<file path="src/rtl/spi_frame_axis_packer.sv">
// Packs 6-byte SPI transfers into sequence-numbered 64-bit AXI-Stream beats
// through a small frame FIFO, with packet framing (tlast) and sticky error flags.
module spi_frame_axis_packer #(
    parameter int FIFO_DEPTH        = 16,
    parameter int FRAMES_PER_PACKET = 64
) (
    input  logic                          i_clk,
    input  logic                          aresetn,
    input  logic [7:0]                    i_rx_byte,
    input  logic                          i_rx_byte_valid_tick,
    input  logic                          i_transfer_done_tick,
    output logic                          o_buffer_full,
    output logic [63:0]                   m_axis_tdata,
    output logic                          m_axis_tvalid,
    input  logic                          m_axis_tready,
    output logic                          m_axis_tlast,
    output logic [$clog2(FIFO_DEPTH):0]   o_fifo_level,
    output logic                          o_overflow,
    output logic                          o_frame_err,
    input  logic                          i_clear_flags
);

    localparam int AW = $clog2(FIFO_DEPTH);
    localparam int LW = AW + 1;
    localparam int PW = (FRAMES_PER_PACKET > 1) ? $clog2(FRAMES_PER_PACKET) : 1;
    localparam logic [LW-1:0] FULL_LVL = LW'(FIFO_DEPTH);
    localparam logic [PW-1:0] LAST_PKT = PW'(FRAMES_PER_PACKET - 1);

    logic [2:0]    idx_q, idx_d;
    logic [47:0]   data_q, data_d;
    logic [15:0]   seq_q, seq_d;
    logic [PW-1:0] pkt_q, pkt_d;
    logic [AW-1:0] wr_ptr_q, wr_ptr_d, rd_ptr_q, rd_ptr_d;
    logic [LW-1:0] level_q, level_d;
    logic          ovf_q, ovf_d, err_q, err_d;
    logic [64:0]   mem_q [FIFO_DEPTH];

    logic        byte_ok, byte_extra;
    logic [2:0]  cnt;
    logic        frame_done, frame_bad;
    logic        pop, push, drop, tlast_in;
    logic [64:0] rd_word;

    // A byte arriving with the done tick still belongs to this transfer,
    // so completion is judged on the post-byte count and post-byte data.
    assign byte_ok    = i_rx_byte_valid_tick && (idx_q < 3'd6);
    assign byte_extra = i_rx_byte_valid_tick && (idx_q == 3'd6);
    assign cnt        = idx_q + {2'b00, byte_ok};
    assign frame_done = i_transfer_done_tick && (cnt == 3'd6);
    assign frame_bad  = i_transfer_done_tick && (cnt != 3'd6);

    always_comb begin
        data_d = data_q;
        for (int s = 0; s < 6; s++) begin
            if (byte_ok && idx_q == 3'(s)) data_d[8*(5-s) +: 8] = i_rx_byte;
        end
    end

    always_comb begin
        idx_d = idx_q;
        if (i_transfer_done_tick) idx_d = 3'd0;
        else if (byte_ok)         idx_d = idx_q + 3'd1;
    end

    // A full FIFO can still accept a frame when the head leaves in the same cycle.
    assign pop      = (level_q != '0) && m_axis_tready;
    assign push     = frame_done && ((level_q != FULL_LVL) || pop);
    assign drop     = frame_done && !push;
    assign tlast_in = (pkt_q == LAST_PKT);

    always_comb begin
        seq_d    = frame_done ? seq_q + 16'd1 : seq_q;
        pkt_d    = pkt_q;
        wr_ptr_d = wr_ptr_q;
        rd_ptr_d = rd_ptr_q;
        level_d  = level_q;
        if (push) begin
            pkt_d    = tlast_in ? '0 : pkt_q + PW'(1);
            wr_ptr_d = wr_ptr_q + AW'(1);
        end
        if (pop) rd_ptr_d = rd_ptr_q + AW'(1);
        case ({push, pop})
            2'b10:   level_d = level_q + LW'(1);
            2'b01:   level_d = level_q - LW'(1);
            default: level_d = level_q;
        endcase
    end

    // Set wins over clear when both land on the same cycle.
    assign ovf_d = drop | (ovf_q & ~i_clear_flags);
    assign err_d = byte_extra | frame_bad | (err_q & ~i_clear_flags);

    always_ff @(posedge i_clk or negedge aresetn) begin
        if (!aresetn) begin
            idx_q    <= '0;
            data_q   <= '0;
            seq_q    <= '0;
            pkt_q    <= '0;
            wr_ptr_q <= '0;
            rd_ptr_q <= '0;
            level_q  <= '0;
            ovf_q    <= 1'b0;
            err_q    <= 1'b0;
        end else begin
            idx_q    <= idx_d;
            data_q   <= data_d;
            seq_q    <= seq_d;
            pkt_q    <= pkt_d;
            wr_ptr_q <= wr_ptr_d;
            rd_ptr_q <= rd_ptr_d;
            level_q  <= level_d;
            ovf_q    <= ovf_d;
            err_q    <= err_d;
        end
    end

    // Storage needs no reset: the read side is masked whenever the FIFO is empty.
    always_ff @(posedge i_clk) begin
        if (push) mem_q[wr_ptr_q] <= {seq_q, data_d, tlast_in};
    end

    assign rd_word       = mem_q[rd_ptr_q];
    assign m_axis_tvalid = (level_q != '0);
    assign m_axis_tdata  = m_axis_tvalid ? rd_word[64:1] : 64'd0;
    assign m_axis_tlast  = m_axis_tvalid & rd_word[0];
    assign o_fifo_level  = level_q;
    assign o_buffer_full = (level_q == FULL_LVL);
    assign o_overflow    = ovf_q;
    assign o_frame_err   = err_q;

endmodule

</file>
<file path="config.mk">
export PLATFORM = sky130hd
export DESIGN_NAME = spi_frame_axis_packer
export DESIGN_NICKNAME = d
export VERILOG_FILES = /design/src/rtl/spi_frame_axis_packer.sv
export SDC_FILE = /design/constraint.sdc
export NUM_CORES = 1
export LEC_CHECK = 0
export CAP_MARGIN = 20
export CORE_MARGIN = 3
export CORE_UTILIZATION = 56
export CTS_CLUSTER_DIAMETER = 100
export DETAILED_ROUTE_END_ITERATION = 16
export GPL_TIMING_DRIVEN = 1
export HOLD_SLACK_MARGIN = 0.02
export PLACE_DENSITY_LB_ADDON = 0.25
export SYNTH_ARGS = -nofsm -noshare
export SYNTH_HDL_FRONTEND = slang
export SYNTH_SLANG_ARGS = --single-unit
</file>
<file path="constraint.sdc">
create_clock -name i_clk -period 3.8 [get_ports i_clk]
set_clock_uncertainty 0.05 [all_clocks]
set_input_delay 1.14 -clock i_clk [delete_from_list [all_inputs] [get_ports i_clk]]
set_output_delay 1.14 -clock i_clk [all_outputs]
set_load 0.01 [all_outputs]
</file>
# Word-level counts from Yosys, hierarchy flattened
# Memory sizes are Yosys's and may differ from the RTL's.
# Index checks and enable logic that the tools add are counted.
op_classes:
  bitwise: 7
  eq_ne: 13
  add_sub_neg: 8
  n_reduce_logical: 19
  order_cmp: 1
  muxes: 13
op_table:
  columns: ["op", "count"]
  rows:
  - ["2-to-1 mux 64 bit", 1]
  - ["2-to-1 mux 8 bit", 6]
  - ["adder 16 x 1 -> 16 bit, second input constant", 1]
  - ["logical AND 1 bit", 13]
  - ["equality test 3 bit, second input constant", 4]
  - ["case mux 5 bit (2 select lines)", 1]
  - ["adder 4 x 1 -> 4 bit, second input constant", 2]
  - ["adder 6 x 1 -> 6 bit, second input constant", 1]
  - ["equality test 3 x 2 -> 1 bit, second input constant", 2]
  - ["equality test 6 bit, second input constant", 1]
  - ["2-to-1 mux 3 bit", 2]
  - ["2-to-1 mux 6 bit", 1]
  - ["adder 5 x 1 -> 5 bit, second input constant", 1]
  - ["equality test 5 bit, second input constant", 1]
  - ["!= test 5 bit, second input constant", 1]
  - ["nonzero test 5 bit", 1]
  - ["subtractor 5 x 1 -> 5 bit, second input constant", 1]
  - ["nonzero test 2 bit", 2]
  - ["adder 3 x 1 -> 3 bit", 1]
  - ["adder 3 x 1 -> 3 bit, second input constant", 1]
  - ["bitwise AND 1 bit", 3]
  - ["equality test 3 x 1 -> 1 bit, second input constant", 1]
  - ["logical NOT 3 bit", 1]
  - ["less-than comparator 3 bit, second input constant", 1]
  - ["other kinds (8)", 11]
totals:
  ff_bits: 88
  mem_bits_rw: 1040
  input_bits: 14
  output_inout_bits: 74
  n_memories: 1
mem_list:
  columns: ["memory", "depth", "width", "rd", "rd_ports_with_merged_regs", "wr", "line_no", "text"]
  rows:
  - ["mem_q", 16, 65, 1, 0, 1, "36", "logic [64:0] mem_q [FIFO_DEPTH];"]

# Logic depth before layout (Yosys ltp)
# Gate-level depths: netlist (run 1).
depth:
  word_depth: 9
  ltp_mapped: 13
  mapped_depth_nobuf: 12

# Worst setup path before layout (run 1)
# No wires, ideal clock.
synth_timing:
  path_type: "in2reg"
  from: "input port i_rx_byte_valid_tick"
  to: "memory mem_q[10][0] (enable)"
  arrival_time_ns: 4.263
  t_required_ns: 3.320
  path_stages: 9
  slack_ns: -0.943
  path_cell_list: "a21boi_0 ha_1 ha_1 xor2_1 and4b_1 buf_4 o21ai_2 nor3b_1 and2_1"
synth_via:
  elab_chain_len: 7
synth_rtl:
  columns: ["element", "line_no", "text"]
  rows:
  - ["start, declared", "10", "input logic i_rx_byte_valid_tick,"]
  - ["logical AND 1 bit", "46", "assign byte_ok = i_rx_byte_valid_tick && (idx_q < 3'd6);"]
  - ["adder 3 x 1 -> 3 bit", "48", "assign cnt = idx_q + {2'b00, byte_ok};"]
  - ["equality test 3 bit", "49", "assign frame_done = i_transfer_done_tick && (cnt == 3'd6);"]
  - ["logical AND 1 bit", "49", null]
  - ["logical AND 1 bit", "67", "assign push = frame_done && ((level_q != FULL_LVL) || pop);"]
  - ["2-to-1 mux 1 bit", "119", "if (push) mem_q[wr_ptr_q] <= {seq_q, data_d, tlast_in};"]
  - ["2-to-1 mux 1 bit (implied by the code)", "119", null]
  - ["end, declared", "36", null]
# No other way between the ends.

# Worst setup path in the final report (run 1)
layout_timing:
  from: "register rd_ptr_q[0]"
  to: "output port m_axis_tdata[18]"
layout_via:
  elab_chain_len: 2
layout_rtl:
  columns: ["element", "line_no", "text"]
  rows:
  - ["start, declared", "33", "logic [AW-1:0] wr_ptr_q, wr_ptr_d, rd_ptr_q, rd_ptr_d;"]
  - ["start signal, assigned", "110", "rd_ptr_q <= rd_ptr_d;"]
  - ["memory read (16 x 65 bit)", null, null]
  - ["2-to-1 mux 64 bit", "124", "assign m_axis_tdata = m_axis_tvalid ? rd_word[64:1] : 64'd0;"]
  - ["end, declared", "13", "output logic [63:0] m_axis_tdata,"]
# No other way between the ends.

==> results of run 1 <==
==> metrics by stage <==
| stage | cell area (um^2) | cells | setup TNS, ns | worst slack, ns | hold WS (ns) |
|---|---|---|---|---|---|
| 2_1_floorplan | 43140 | 1891 | -140.75 | -0.2939 | 0.4012 |
| 3_3_place_gp | 46970 | 3062 | -276.23 | -0.4300 | 0.4288 |
| 3_5_place_dp | 46970 | 3062 | -253.35 | -0.3525 | 0.4437 |
| 4_1_cts | 52310 | 3345 | -7.577 | -0.2175 | 0.4540 |
| 5_1_grt | 52680 | 3362 | -9.639 | -0.2187 | 0.5113 |
| 6_report | 52680 | 3362 | -5.986 | -0.1579 | 0.4653 |
==> metal layers <==
layer / vias up / track usage
met1: 11440 / 0.3827
met5: - / 0
met4: 0 / 0.06683
li1: 8694 / -
met2: 1007 / 0.4254
met3: 130 / 0.03767
==> area by class of cell <==
type                            instances  area, um^2  share of cell area
Sequential cell                      1128       33440              0.6348
Multi-Input combinational cell        663       10120              0.1921
Timing Repair Buffer                  334        4274             0.08113
Clock buffer                          139        2933             0.05567
Tap cell                             1030        1289             0.02446
Clock inverter                         60       589.3             0.01119
Inverter                                8       30.03           0.0005700
==> power by group <==
part	internal (W)	switching [W]	total (W)	leakage, nW
sequential	0.0144	0.000205	0.0146	10.3
clock	0.00612	0.00450	0.0106	1.70
combinational	0.00736	0.00730	0.0147	5.42
==> worst max path at each step <==
stage | start | end
after floorplan | i_rx_byte_valid_tick | mem_q[12][0]
after global placement | i_rx_byte_valid_tick | o_fifo_level[4]
final | rd_ptr_q[0] | m_axis_tdata[18]
after global routing | rd_ptr_q[0] | m_axis_tdata[25]
after detailed placement | i_rx_byte_valid_tick | mem_q[10][22]
after CTS | rd_ptr_q[0] | m_axis_tdata[53]
==> kinds of logic (layout without fill, tap and decap cells) <==
group           Yosys count  after routing  share of synthesized area
simple gates             92             92                    0.01178
fa+ha+maj                15             15                   0.004353
mux                     440            440                     0.1791
compound gates           86             86                    0.01312
flops                  1128           1128                     0.7754
buf+inv                 100            541                    0.01010
xor+xnor                 30             30                   0.006094
==> placed cells by master (no fill, tap or decap), types with 24 or more instances in the layout <==
cell type / count
nand2_1: 27
buf_4: 89
o22ai_2: 36
buf_12: 95
mux4_2: 260
mux2i_4: 29
mux2i_1: 66
mux2i_2: 35
clkbuf_16: 112
edfxtp_1: 1040
mux2_2: 49
buf_6: 40
dfrtp_1: 85
xnor2_1: 24
buf_2: 54
==> critical path, stage by stage, from the launching register on <==
cell,delay (ns)
dfrtp_4,0.52
buf_12,0.17
buf_12,0.13
buf_16,0.14
buf_6,0.12
mux4_2,0.49
mux2i_4,0.23
o22ai_2,0.13
buf_2,0.17
==> registers in the layout, indices dropped and copies added (netlist names) <==
name	flops
pkt_q	6
mem_q	1040
wr_ptr_q	4
o_fifo_level	5
idx_q	3
rd_ptr_q	4
seq_q	16
o_overflow	1
o_frame_err	1
data_q	48
==> what timing repair did <==
action / in CTS / in global routing
hold buffers: 0 / 0
setup buffers: 71 / 24
pin swaps: 40 / 33
cloned: 16 / 1
endpoints found under the setup margin: 65 / 65
resized for setup: 456 / 61
==> impl_results.md, run 1 <==
- Async set or reset register ratio after synthesis: 0.07801
- Setup-violating endpoint count in the final report: 64
- Leading register cell type out of synthesis: edfxtp_1
- Grt total ovfl: 0
- Main area contributors after synthesis: edfxtp_1 (72%), mux4_2 (14%), dfrtp_1 (5.1%)
- Final Net Count: about 2300
- Worst-margin pin slew: ~0.95 ns
- Port Buffers: 87
- Clock tree root buffer cell: clkbuf_16
- Standard-cell rows: 101
- Area of the core: ~76000 um^2
- Maximum fanout along the worst path: 7
- Effective utilization at floorplan: 0.5667
- Clock-pin slew on the worst setup and hold paths: 0.06 ns
- Fillers: 4433
- Hold Path Depth: 1
- Vias per std cell: 6.326
- Final clock period utilization by the worst path: 1.042
- Met3 wirelength from detailed routing: 7.717 mm
- Largest area contributor in the synthesized netlist: edfxtp_1
- Final critical delay including setup and external delays: 3.958 ns
- Wirelength per Cell: around 31 um
- Hold Path Sink: pkt_q[5]
- Hold crit path type: flip-flop to flip-flop
- Max Clock Freq: 0.2527 GHz
- Global-route wire length before repair: about 150 mm
- Leakage power of the design: approximately 17 nW
- Drc violations: 0
- H-tree level count: 3
- Sequential-to-total area share from yosys stat: 0.7754
- Detailed-route wire length: ~100 mm
- Post-synthesis average cell area: around 23 um^2
- Reg-to-reg slack, setup: a little under 0.8 ns
- Die Span X: 283.5 um
- Critical path class: flip-flop to output port
- Critical hold path startpoint: pkt_q[5]
- GRT Resource Usage Total: 0.2616
- Number of buffers added by the clock tree synthesis step: 108
- Via count of the first global-routing pass: 21930
- Clock Tree Buf Depth: 3
- Inserted Diodes: 0
- Pwr per Cell Area: 757.6 nW/um^2
- Status: complete, but fails checks
- Required time reported for the critical path endpoint: 2.61 ns
- Synth top area share: 0.7243
- Die Span Y: 283.5 um
- Synth Instances: 1891
- Highest Signal Layer: met4
- Reg-to-reg startpoint: idx_q[1]
- Headroom to the max-slew limit: 0.3634
- Number of hold violations in the final report: 0
- Pre-antenna DRT Iters: 5
- Antenna-violating nets left: 0
- Routability congestion estimate from global placement: 0.8101
- Count of clock tree sinks: 1128
- DIE AREA: 80360 um^2
- Maximum ir drop on the vdd rail: 0.4456 mV
- Core utilization of the finished layout: 0.6925
- Crit start category: flip-flop
- Skew-Pair Late Insertion Delay: 0.66 ns
- Number of antenna violations at the first check in global routing: 0
- Critical Path Sink Type: output port
- Count of flip-flops with a built-in enable after synthesis: 1040
- Number of library cell types mapped by synthesis: between 40 and 50
- Most common library cells after synthesis: edfxtp_1 (1040), mux4_2 (260), mux2i_1 (130)
- Half-perimeter wire length after detailed placement: 57.84 mm
- Data arrival time of the critical path: 2.77 ns
- Power after layout: 0.03991 W
- Reported max-cap violation count: 0
- Wl on met1: 41.57 mm
- Unrepaired setup endpoints after global routing: yes
- Top-count cell post-synth: edfxtp_1
- Failing checks: negative setup slack
- Reg-to-Reg End: mem_q[10][21]
- Synthesis warning total: 0
- Pin count of the biggest net entering global routing: 64
- Clock tree from TritonCTS: done
- Worst Setup Slack, final: -0.1579 ns
- Synth-to-Final Area Change: 22.19%
- Iter 0 DRT Violations: ~2400
- Post-Syn Area: 43120 um^2
- Final Max Slew Viols: 0
- Share of cells above drive strength 1: 0.3937
- Post-Syn Nets: 1920
- Number of cell instances on the worst register-to-register path: 11
- Metal2 WL: 52.38 mm
- Number of ports placed on the die boundary: 88
- Flop and latch count out of synthesis: 1128
- DR vias: 21270
No activity file was read; power rests on OpenSTA's default activity.
==> inputs of run 2 (changes only) <==
--- a/config.mk
+++ b/config.mk
@@ -10,7 +10,6 @@
 export CORE_UTILIZATION = 56
 export CTS_CLUSTER_DIAMETER = 100
 export DETAILED_ROUTE_END_ITERATION = 16
-export GPL_TIMING_DRIVEN = 1
 export HOLD_SLACK_MARGIN = 0.02
 export PLACE_DENSITY_LB_ADDON = 0.25
 export SYNTH_ARGS = -nofsm -noshare
==> results of run 2 <==
Final layout, timing and power as in run 1 (identical DEF).
==> inputs of run 3 (changes only) <==
--- a/config.mk
+++ b/config.mk
@@ -6,12 +6,13 @@
 export NUM_CORES = 1
 export LEC_CHECK = 0
 export CAP_MARGIN = 20
-export CORE_MARGIN = 3
+export CORE_MARGIN = 8
 export CORE_UTILIZATION = 56
 export CTS_CLUSTER_DIAMETER = 100
 export DETAILED_ROUTE_END_ITERATION = 16
 export HOLD_SLACK_MARGIN = 0.02
 export PLACE_DENSITY_LB_ADDON = 0.25
+export SKIP_LAST_GASP = 1
 export SYNTH_ARGS = -nofsm -noshare
 export SYNTH_HDL_FRONTEND = slang
 export SYNTH_SLANG_ARGS = --single-unit
==> impl_results.md, run 3 (synthesis gave the netlist of run 1 again) <==
- Relative contribution of the clock network to total power: 0.281
- Number of hold violations in the final report: 0
- H-tree level count: 3
- Final Net Count: 2265
- Maximum ir drop on the vdd rail: 0.5076 mV
- Fillers: roughly 4400
- Cell-by-cell trace of the critical path: buf_12, buf_12, buf_12, buf_16, buf_4, mux4_2, mux2i_4, o22ai_1, buf_2
- Clock tree root buffer cell: clkbuf_16
- Leading cell type in the layout, fill and taps excluded: edfxtp_1
- Crit path largest cell delay: 0.52 ns
- Antenna-violating nets left: 0
- Inserted Diodes: 0
- Max Clock Freq: 0.2492 GHz
- Synth-to-Final Area Change: 22.59%
- Status: complete, but fails checks
- Number of antenna violations at the first check in global routing: 0
- Setup-violating endpoint count in the final report: 60
- Slowest stage cell on the critical path: dfrtp_4
- Clock tree from TritonCTS: done
- Crit start category: flip-flop
- Reported max-cap violation count: 0
- Effective utilization at floorplan: 0.5667
- Skew-Pair Late Insertion Delay: approximately 0.67 ns
- Part of the power in combinational logic: 0.352
- Leading registers by flop count: mem_q: 1040 flops, data_q: 48 flops, seq_q: 16 flops
- Data arrival time of the critical path: 2.82 ns
- Reg with most FFs: mem_q
- Switching part of the total: 0.2974
- Via count of the first global-routing pass: 22140
- Critical hold path startpoint: o_frame_err
- Area of the core: between 70000 and 80000 um^2
- Port Buffers: 87
- Pwr per Cell Area: 753.5 nW/um^2
- Launching element of the worst setup path: rd_ptr_q[0]
- Net switching power of the design: between 0.01 and 0.015 W
- Routability congestion estimate from global placement: 0.7685
- Number of ports placed on the die boundary: 88
- Share of power burned in registers: 0.367
- Drc violations: 0
- Vias per std cell: 6.319
- Number of placed instances with taps included: approximately 3100
- Unrepaired setup endpoints after global routing: yes
- Power after layout: 0.03982 W
- Final critical delay including setup and external delays: ~4 ns
- Cell Int Power: 0.02798 W
- Headroom to the max-slew limit: 0.3999
- Half-perimeter wire length after detailed placement: 58.14 mm
- DIE AREA: 86120 um^2
- Die Span Y: 293.5 um
- DR vias: between 20000 and 25000
- Grt total ovfl: 0
- Layout Cells excl Fill: roughly 3400
- Worst-margin pin slew: 0.8973 ns
- Worst Setup Slack, final: -0.2131 ns
- Wirelength per Cell: between 30 and 40 um
- Final clock period utilization by the worst path: 1.056
- Highest-count cells in the layout ignoring fill and taps: edfxtp_1 (1040), mux4_2 (260), clkbuf_16 (113)
- Most frequent CP cell: buf_12
- Maximum fanout along the worst path: 8
- GRT Resource Usage Total: 0.2372
- Reg-to-reg startpoint: idx_q[2]
- Pre-antenna DRT Iters: 5
- Required time reported for the critical path endpoint: 2.61 ns
- Hold crit path type: flip-flop to flip-flop
- Number of buffers added by the clock tree synthesis step: 108
- Final Max Slew Viols: 0
- Leakage power of the design: 17.56 nW
- Clock Tree Buf Depth: 3
- Count of clock tree sinks: 1128
- Hold-fix buffers at CTS: 0
- Failing checks: negative setup slack
- Global-route wire length before repair: 149.9 mm
- Pin count of the biggest net entering global routing: 62
- Share of cells above drive strength 1: 0.3889
- Max FFs per register: 1040
- Critical path class: flip-flop to output port
- Critical Path Sink Type: output port
- Die Span X: 293.5 um
- Standard-cell rows: about 100
- Iter 0 DRT Violations: 1987
- Clock-pin slew on the worst setup and hold paths: 0.07 ns
- Detailed-route wire length: a little over 100 mm
run 3: power by group through the flow:
stage	registers, W	logic, W	clock network, W
after floorplan	0.0148	0.00658	0
after global placement	0.0149	0.0112	0
after detailed placement	0.0149	0.0114	0
after CTS	0.0146	0.0135	0.0113
after global routing	0.0146	0.0147	0.0118
final	0.0146	0.0140	0.0112
run 3: path summary, 6_finish.rpt:
path,end,cells past startpoint,slack (ns)
min in group asynchronous,o_fifo_level[4],1,0.48
max,m_axis_tdata[10],9,-0.21
max in group asynchronous,data_q[10],2,2.40
max reg2reg,mem_q[8][1],11,0.73
min reg2reg,o_frame_err,2,0.45
min,o_frame_err,2,0.45
run 3: area by class of cell:
class,instances,area [um^2],share of cell area
tap,1030,1289,0.02438
clock buffer,135,2947,0.05575
multi-input combinational,663,10060,0.1903
inverter,8,30.03,0.0005681
clock inverter,71,814.5,0.01541
timing repair buffer,327,4272,0.08082
sequential,1128,33440,0.6327
run 3: metrics by stage:
stage / setup TNS (ns) / utilization / worst slack, ns / hold slack, ns / cell area, um^2
2_1_floorplan: -140.75 / - / -0.2939 / 0.4012 / 43140
6_report: -6.400 / 0.6948 / -0.2131 / 0.4507 / 52860
3_3_place_gp: -337.64 / 0.6195 / -0.4966 / 0.4252 / 47130
3_5_place_dp: -402.80 / 0.6196 / -0.5684 / 0.4359 / 47140
5_1_grt: -9.905 / 0.6948 / -0.2673 / 0.4828 / 52860
4_1_cts: -7.690 / 0.6893 / -0.2013 / 0.4563 / 52440
run 3: routing by layer:
layer / vias to the layer above / wire [um] / track usage
met1: 11440 / 40950 / 0.3217
met2: 951 / 52380 / 0.3864
met3: 173 / 7419 / 0.04875
met4: 0 / 2979 / 0.08251
li1: 8678 / - / -
met5: - / 0 / 0
run 3: critical path, delay by kind of cell (launching register included):
family	cells	cell delay, ns
buffers and inverters	6	0.87
muxes	2	0.62
DFF	1	0.52
AOI/OAI and AO/OA	1	0.12
run 3: repair_timing:
action / 4_1_cts / 5_1_grt
pin swaps: 39 / 31
setup buffers: 53 / 21
resized for setup: 421 / 65
hold endpoints to repair: 0 / 0
cloned: 18 / 3
endpoints found under the setup margin: 65 / 150
